File: src/rtl/mchan_burst_splitter_pkg.sv
// rtl/mchan_burst_splitter_pkg.sv - shared cluster config types for the MCHAN burst splitter
// Contents:
//   mchan_opc_e    transfer direction (0 = TCDM->ext write, 1 = ext->TCDM read)
//   burst_desc_t   per-burst control fields (AXI len, opcode, last-of-command)
//   split_state_e  splitter FSM states
//   PAGE_BYTES     AXI 4 KiB boundary a burst may never cross
package mchan_burst_splitter_pkg;

  typedef enum logic {
    OPC_WRITE = 1'b0,
    OPC_READ  = 1'b1
  } mchan_opc_e;

  typedef struct packed {
    logic [7:0] len;
    mchan_opc_e opc;
    logic       last;
  } burst_desc_t;

  typedef enum logic {
    ST_IDLE  = 1'b0,
    ST_SPLIT = 1'b1
  } split_state_e;

  localparam int unsigned PAGE_BYTES = 4096;

endpackage

File: src/rtl/mchan_burst_size_calc.sv
// rtl/mchan_burst_size_calc.sv - combinational burst size and AXI len computation
// Ports:
//   remaining     in   bytes left in the current command (beat aligned)
//   ext_page_off  in   external address offset within its 4 KiB page
//   size          out  min(remaining, MAX_BURST_BYTES, bytes to page end)
//   burst_len     out  AXI len field, size/BEAT_BYTES - 1
module mchan_burst_size_calc
  import mchan_burst_splitter_pkg::*;
#(
  parameter int LEN_WIDTH       = 17,
  parameter int MAX_BURST_BYTES = 256,
  parameter int BEAT_BYTES      = 8,
  parameter int SZW             = 17
) (
  input  logic [LEN_WIDTH-1:0] remaining,
  input  logic [11:0]          ext_page_off,
  output logic [SZW-1:0]       size,
  output logic [7:0]           burst_len
);

  localparam int BEAT_SHIFT = $clog2(BEAT_BYTES);

  logic [SZW-1:0] page_room;
  logic [SZW-1:0] max_bytes;
  logic [SZW-1:0] beats;

  always_comb begin
    page_room = SZW'(13'(PAGE_BYTES) - {1'b0, ext_page_off});
    max_bytes = SZW'(MAX_BURST_BYTES);
    size      = SZW'(remaining);
    if (max_bytes < size) size = max_bytes;
    if (page_room < size) size = page_room;
    beats     = size >> BEAT_SHIFT;
    // Wraps when size is 0 (idle); the top masks the field outside SPLIT.
    burst_len = beats[7:0] - 8'd1;
  end

endmodule

File: src/rtl/mchan_burst_splitter.sv
// rtl/mchan_burst_splitter.sv - splits DMA commands into AXI-legal burst descriptors
// Ports:
//   clk_i, rst_ni                  clock, asynchronous active-low reset
//   cmd_valid_i/cmd_ready_o        command handshake (ready only in IDLE)
//   cmd_ext_addr_i, cmd_tcdm_addr_i, cmd_len_i, cmd_opc_i   command fields
//   burst_valid_o/burst_ready_i    burst descriptor handshake
//   burst_ext_addr_o, burst_tcdm_addr_o, burst_len_o, burst_opc_o, burst_last_o
//   burst_done_i                   one pulse per completed burst
//   outstanding_o                  issued-but-uncompleted bursts
//   busy_o                         command in progress or bursts outstanding
//   cmd_err_o                      pulse after accepting a misaligned command
module mchan_burst_splitter
  import mchan_burst_splitter_pkg::*;
#(
  parameter int ADDR_WIDTH      = 32,
  parameter int TCDM_ADDR_WIDTH = 17,
  parameter int LEN_WIDTH       = 17,
  parameter int MAX_BURST_BYTES = 256,
  parameter int NB_OUTSND       = 8,
  parameter int BEAT_BYTES      = 8
) (
  input  logic                         clk_i,
  input  logic                         rst_ni,
  input  logic                         cmd_valid_i,
  output logic                         cmd_ready_o,
  input  logic [ADDR_WIDTH-1:0]        cmd_ext_addr_i,
  input  logic [TCDM_ADDR_WIDTH-1:0]   cmd_tcdm_addr_i,
  input  logic [LEN_WIDTH-1:0]         cmd_len_i,
  input  logic                         cmd_opc_i,
  output logic                         burst_valid_o,
  input  logic                         burst_ready_i,
  output logic [ADDR_WIDTH-1:0]        burst_ext_addr_o,
  output logic [TCDM_ADDR_WIDTH-1:0]   burst_tcdm_addr_o,
  output logic [7:0]                   burst_len_o,
  output logic                         burst_opc_o,
  output logic                         burst_last_o,
  input  logic                         burst_done_i,
  output logic [$clog2(NB_OUTSND):0]   outstanding_o,
  output logic                         busy_o,
  output logic                         cmd_err_o
);

  localparam int OW  = $clog2(NB_OUTSND) + 1;
  localparam int SZW = (LEN_WIDTH > 13) ? LEN_WIDTH : 13;

  split_state_e                 state_q, state_d;
  logic [ADDR_WIDTH-1:0]        ext_q;
  logic [TCDM_ADDR_WIDTH-1:0]   tcdm_q;
  logic [LEN_WIDTH-1:0]         rem_q;
  mchan_opc_e                   opc_q;
  logic [OW-1:0]                outsnd_q;
  logic                         err_q;

  logic [ADDR_WIDTH-1:0]        ext_aligned;
  logic [TCDM_ADDR_WIDTH-1:0]   tcdm_aligned;
  logic [LEN_WIDTH-1:0]         len_aligned;
  logic                         misaligned;
  logic [SZW-1:0]               size;
  logic [7:0]                   calc_len;
  logic                         last_c;
  logic                         cmd_hs, burst_hs, done_eff;
  burst_desc_t                  desc;

  // Sub-beat address/length bits are ignored; the command is still accepted.
  assign ext_aligned  = cmd_ext_addr_i  & ~ADDR_WIDTH'(BEAT_BYTES - 1);
  assign tcdm_aligned = cmd_tcdm_addr_i & ~TCDM_ADDR_WIDTH'(BEAT_BYTES - 1);
  assign len_aligned  = cmd_len_i       & ~LEN_WIDTH'(BEAT_BYTES - 1);
  assign misaligned   = ((cmd_ext_addr_i  & ADDR_WIDTH'(BEAT_BYTES - 1)) != '0) ||
                        ((cmd_tcdm_addr_i & TCDM_ADDR_WIDTH'(BEAT_BYTES - 1)) != '0) ||
                        ((cmd_len_i       & LEN_WIDTH'(BEAT_BYTES - 1)) != '0);

  mchan_burst_size_calc #(
    .LEN_WIDTH       (LEN_WIDTH),
    .MAX_BURST_BYTES (MAX_BURST_BYTES),
    .BEAT_BYTES      (BEAT_BYTES),
    .SZW             (SZW)
  ) u_size_calc (
    .remaining    (rem_q),
    .ext_page_off (ext_q[11:0]),
    .size         (size),
    .burst_len    (calc_len)
  );

  assign last_c = (state_q == ST_SPLIT) && (SZW'(rem_q) == size);

  always_ff @(posedge clk_i or negedge rst_ni) begin
    if (!rst_ni) state_q <= ST_IDLE;
    else         state_q <= state_d;
  end

  always_comb begin
    state_d       = state_q;
    cmd_ready_o   = 1'b0;
    burst_valid_o = 1'b0;
    case (state_q)
      ST_IDLE: begin
        cmd_ready_o = 1'b1;
        // A length that aligns down to zero carries no data: consume and stay.
        if (cmd_valid_i && (len_aligned != '0)) state_d = ST_SPLIT;
      end
      ST_SPLIT: begin
        burst_valid_o = (outsnd_q < OW'(NB_OUTSND));
        if (burst_valid_o && burst_ready_i && last_c) state_d = ST_IDLE;
      end
      default: state_d = ST_IDLE;
    endcase
  end

  assign cmd_hs   = cmd_valid_i && cmd_ready_o;
  assign burst_hs = burst_valid_o && burst_ready_i;
  assign done_eff = burst_done_i && (outsnd_q != '0);

  always_ff @(posedge clk_i or negedge rst_ni) begin
    if (!rst_ni) begin
      ext_q    <= '0;
      tcdm_q   <= '0;
      rem_q    <= '0;
      opc_q    <= OPC_WRITE;
      outsnd_q <= '0;
      err_q    <= 1'b0;
    end else begin
      err_q <= cmd_hs && misaligned;
      if (cmd_hs) begin
        ext_q  <= ext_aligned;
        tcdm_q <= tcdm_aligned;
        rem_q  <= len_aligned;
        opc_q  <= mchan_opc_e'(cmd_opc_i);
      end else if (burst_hs) begin
        ext_q  <= ext_q + ADDR_WIDTH'(size);
        tcdm_q <= tcdm_q + TCDM_ADDR_WIDTH'(size);
        rem_q  <= rem_q - LEN_WIDTH'(size);
      end
      case ({burst_hs, done_eff})
        2'b10:   outsnd_q <= outsnd_q + OW'(1);
        2'b01:   outsnd_q <= outsnd_q - OW'(1);
        default: outsnd_q <= outsnd_q;
      endcase
    end
  end

  always_comb begin
    desc      = '0;
    desc.len  = (state_q == ST_SPLIT) ? calc_len : 8'd0;
    desc.opc  = opc_q;
    desc.last = last_c;
  end

  assign burst_ext_addr_o  = ext_q;
  assign burst_tcdm_addr_o = tcdm_q;
  assign burst_len_o       = desc.len;
  assign burst_opc_o       = desc.opc;
  assign burst_last_o      = desc.last;
  assign outstanding_o     = outsnd_q;
  assign busy_o            = (state_q == ST_SPLIT) || (outsnd_q != '0);
  assign cmd_err_o         = err_q;

endmodule

File: config.mk
export PLATFORM = sky130hd
export DESIGN_NAME = mchan_burst_splitter
export DESIGN_NICKNAME = d
export VERILOG_FILES = /design/src/rtl/mchan_burst_splitter_pkg.sv /design/src/rtl/mchan_burst_size_calc.sv /design/src/rtl/mchan_burst_splitter.sv
export SDC_FILE = /design/constraint.sdc
export NUM_CORES = 1
export LEC_CHECK = 0
export CAP_MARGIN = 20
export CORE_ASPECT_RATIO = 0.6
export CORE_MARGIN = 2
export CORE_UTILIZATION = 45
export CTS_BUF_LIST = sky130_fd_sc_hd__clkbuf_4 sky130_fd_sc_hd__clkbuf_8
export DETAILED_ROUTE_END_ITERATION = 8
export GPL_TIMING_DRIVEN = 0
export PLACE_DENSITY = 0.83
export SLEW_MARGIN = 10
export SYNTH_ARGS = -nofsm -noshare
export SYNTH_HDL_FRONTEND = slang
export SYNTH_SLANG_ARGS = --single-unit
File: constraint.sdc
create_clock -name clk_i -period 9.8 [get_ports clk_i]
set_input_delay 2.45 -clock clk_i [delete_from_list [all_inputs] [get_ports clk_i]]
set_output_delay 2.45 -clock clk_i [all_outputs]
set_load 0.02 [all_outputs]
# After elaboration in Yosys (flattened, before gate mapping)
# Cells that the tools add are included.
# classes
n_lt_le_gt_ge	3
n_addsub	7
bitwise	1
muxes	15
n_eq_ne	3
n_reduce_logical	18
# op_table
operator	n
17-bit 2-to-1 mux	6
32-bit 2-to-1 mux	2
17-bit nonzero test	3
32-bit by 17-bit adder with 32-bit output	1
32-bit nonzero test	1
17-bit adder	1
17-bit equality test	1
17-bit < comparator	1
9-bit by 17-bit < comparator with 1-bit output, first input constant	1
17-bit subtractor	1
13-bit by 12-bit subtractor with 14-bit output, first input constant	1
1-bit logical AND	8
8-bit 2-to-1 mux	1
4-bit case mux with 2 select lines	1
8-bit by 1-bit subtractor with 8-bit output, second input constant	1
4-bit by 1-bit adder with 4-bit output, second input constant	1
4-bit < comparator, second input constant	1
1-bit 2-to-1 mux	4
2-bit nonzero test	2
4-bit nonzero test	1
4-bit by 1-bit subtractor with 4-bit output, second input constant	1
1-bit logical OR	3
2-bit by 1-bit equality test with 1-bit output, second input constant	1
2-bit equality test, second input constant	1
2 further kinds	2
# totals
input_bits	72
regBits	73
wordCells	54

# Longest topological paths before layout
# depth
depth_word	9
ltp_mapped	26
mapped_depth_nobuf	24

# By module
# Synthesis repeated with hierarchy kept, for this count alone.
# unflattened
hier_cells	894
hier_area_um2	7213.2
# modules_own_cells
module	instances	area_per_inst_um2	seq_area_each_um2	cells_each
mchan_burst_splitter	1	6122.1	1826.8	728
mchan_burst_size_calc	1	1091.0	0.0	166

# Worst setup path after synthesis
# Ideal clock, no wire load.
# synth_timing
path_kind	reg2out
from	reg rem_q[5]
to	out burst_last_o
arrival_time_ns	4.629
required_time_ns	7.350
n_path_buf	1
stages_incl_launch_ff	19
slack_ns	2.721
path_cell_list	dfrtp_1 > or4_1 > o21a_1 > nor3_1 > and2_1 > inv_1 > ha_1 > nand4_1 > a311o_1 > o2111ai_2 > o221ai_4 > buf_4 > o21ai_0 > inv_1 > ha_1 > nand4_1 > nor3b_1 > and4_1 > and2_1
# synth_between
elab_chain_cells	6
# synth_rtl
item	line_no	source
from (decl)	mchan_burst_splitter.sv:49	logic [LEN_WIDTH-1:0] rem_q;
from (signal assigned)	mchan_burst_splitter.sv:126	rem_q <= len_aligned;
from (signal assigned)	mchan_burst_splitter.sv:131	rem_q <= rem_q - LEN_WIDTH'(size);
9-bit by 17-bit < comparator with 1-bit output	mchan_burst_size_calc.sv:31	if (max_bytes < size) size = max_bytes;
17-bit 2-to-1 mux	mchan_burst_size_calc.sv:31	
17-bit < comparator	mchan_burst_size_calc.sv:32	if (page_room < size) size = page_room;
17-bit 2-to-1 mux	mchan_burst_size_calc.sv:32	
17-bit equality test (*)	mchan_burst_splitter.sv:84	assign last_c = (state_q == ST_SPLIT) && (SZW'(rem_q) == size);
1-bit logical AND (*)	mchan_burst_splitter.sv:84	
to (decl)	mchan_burst_splitter.sv:36	output logic burst_last_o,
# Every way passes the cells marked *; elsewhere a longest branch is shown, timed or not.

# Worst setup path in the final report
# Same ends and word-level chain as after synthesis.

==> metrics.txt <==
most frequent cells in the layout=clkdlybuf4s50_1 (137), o21ai_0 (77), dfrtp_1 (73), ha_1 (66), nand2_1 (61); Synth Area in Simple Gates=0.174; Setup TNS=0 ns; final hold violations=0; Initial Util=0.466; EDFF count, synth=0; GP Congestion=0.983; vias in the first global route=6,194; f_max=110 MHz; hold path depth=2; XOR/XNOR Fraction of Synth Area=0.0681; DIE AREA=15,300 µm²; overflow left after global routing=0; most frequent CP cell=inv_1; commonest non-fill, non-tap cell in the layout=clkdlybuf4s50_1; PortBufs=138; WS Path Type=reg -> out; Clock Latency Late Sink=0.37 ns; Hold-fix buffers, CTS=0; crit-path cells=or4_1 -> o21a_1 -> nor3_1 -> and2_1 -> inv_1 -> ha_1 -> nand4_1 -> a311o_1 -> o2111ai_2 -> o221ai_4 -> buf_4 -> buf_2 -> o21ai_0 -> inv_1 -> ha_1 -> nand4_1 -> inv_1 -> and4_1 -> and2_1 -> clkdlybuf4s50_1; register area share after synthesis=0.284; drc violations=0; ys async rst share=1.00; CP endpoint kind=output port; Hold Path Class=reg -> reg; largest family of logic cells by synthesized area=compound AO/OA/AOI/OAI gates; post-DP HPWL=16,500 µm; layout cells sized above 1=0.0324; post-synth cell types=59; TritonRoute pass-1 iters=5; RR Startpoint=rem_q[5]; # setup viols final=0; commonest register cell after synthesis=dfrtp_1; Ports=139; skew final=0.0113 ns; TritonCTS Sinks=73; worst-path fanout max=10; DRT antenna net count=0; CTS tree=done; final WL=21,200 µm; vias post-DR=6,773; Setup WS pre-CTS=1.37 ns; Slew @ Worst Pin=0.948 ns; Reg clk slew, reported paths=0.09 ns; Filler cells=1,257; Chip Width=158 µm; crit path DAT=6.60 ns; Post-CTS Setup Bufs=0; cts repair resizes=0; clock tree buffer depth=2; Max Cap Viol=0; status=completed; CTS buffer count=9; Slew HR=0.361; max incr delay on CP=0.76 ns; largest net degree at the start of global routing=51; CP required=7.35 ns; Nets=1,062; RSZ-0062 raised after global routing=no; routed len/inst=19.0 µm; Max Slew Vio Count=0; r2r endpoint=burst_ext_addr_o[27]; Die H=96.6 µm; first-pass GRT wire length=33,200 µm; flops & latches, synth=73; post-route clock period utilization=0.924; Critical Path Start Type=register; core area=13,800 µm²; # rows=33; post-synthesis compound-gate area fraction=0.274; Hold Path End=burst_opc_o; cell count after synthesis=758; via/cell ratio=6.06; initial antenna violation count=0; diodes inserted=0; Syn-to-layout area delta=29.5%; mux contribution to synthesized area=0.0158; R2R depth=23; utilization after layout=0.604; Clock Root Buffer=clkbuf_8; Hold Path Origin=burst_opc_o; All-Layer GR Usage=0.278; post-synthesis adder-cell area fraction=0.141; DR iter-0 viols=607; Synth warnings=0; final worst slack=0.746 ns; htree depth=3; Post-Synthesis Cell Area=6430 µm²; critical path's slowest cell=o21ai_0; setup slack, reg-to-reg=2.38 ns; fin crit period=9.05 ns; syn avg cell area=8.48 µm²
cells in the mapped netlist, drive strengths merged (8+ instances only):
master  instances  area [µm²]
a21o           26         195
a21oi          41         205
a22oi          35         263
and2           11        68.8
and3            8        50.1
clkbuf         26        97.6
dfrtp          73        1830
ha             66         826
inv            41         154
mux2i           9        90.1
nand2          61         229
nand2b          9        56.3
nand3          23         115
nor2           34         128
nor2b           9        56.3
nor3           26         141
o211ai         12        90.1
o21ai          77         385
o311ai         10        87.6
o31ai          11        82.6
xnor2          30         263
xor2           20         175
worst max-delay path by stage:
stage	startpoint	endpoint	slack, ns	depth (start not counted)
3_3_place_gp	rem_q[5]	burst_last_o	1.41	20
5_1_grt	rem_q[6]	burst_last_o	0.54	20
4_1_cts	rem_q[6]	burst_last_o	0.94	20
6_report	rem_q[5]	burst_last_o	0.75	20
3_5_place_dp	rem_q[6]	burst_last_o	1.37	20
2_1_floorplan	rem_q[5]	burst_last_o	2.72	18
worst max-delay path: cells and delay by family (launching register included):
| family | cells | cell delay [ns] |
|---|---|---|
| adder cells (fa/ha/maj) | 2 | 0.72 |
| flip-flops | 1 | 0.44 |
| buffers and inverters | 6 | 1.34 |
| AND/OR/NAND/NOR | 7 | 2.14 |
| AO/OA/AOI/OAI | 5 | 1.60 |
sequential cells by signal, indices dropped and copies added (netlist names):
name,count
cmd_err_o,1
burst_opc_o,1
burst_tcdm_addr_o,17
state_q,1
outstanding_o,4
burst_ext_addr_o,32
rem_q,17
metrics by stage:
| step | std cells | hold WS [ns] | cell area (µm²) |
|---|---|---|---|
| 3_3_place_gp | 1100 | 0.466 | 8100 |
| 5_1_grt | 1117 | 0.538 | 8330 |
| 6_report | 1117 | 0.495 | 8330 |
| 4_1_cts | 1117 | 0.494 | 8330 |
| 2_1_floorplan | 770 | 0.501 | 6480 |
| 3_5_place_dp | 1101 | 0.468 | 8120 |
cells by family after synthesis:
family	after synthesis
fa+ha+maj	70
simple gates	219
xor+xnor	50
other cells	2
buf+inv	70
mux	10
compound gates	264
flops	73
routing by layer:
metal	GRT usage	up-vias	wire length (µm)	part of all wire
met5	0	-	0	0
met4	0.0485	0	241	0.011
met3	0.0753	32	2560	0.12
met2	0.385	394	8640	0.41
met1	0.431	3199	9790	0.46
li1	-	3148	-	-
cell type report:
class                           count  area, µm²  area share
Inverter                           41        154      0.0185
Sequential cell                    73       1830       0.219
Multi-Input combinational cell    627       4380       0.526
Clock inverter                      5       61.3     0.00736
Tap cell                          192        240      0.0288
Clock buffer                       11        145      0.0174
Buffer                             29        115      0.0138
Timing Repair Buffer              139       1410       0.169
Power is left out: the tool's default activity adds up to more than one toggle a clock period on the data nets, which glitch-free logic cannot reach.
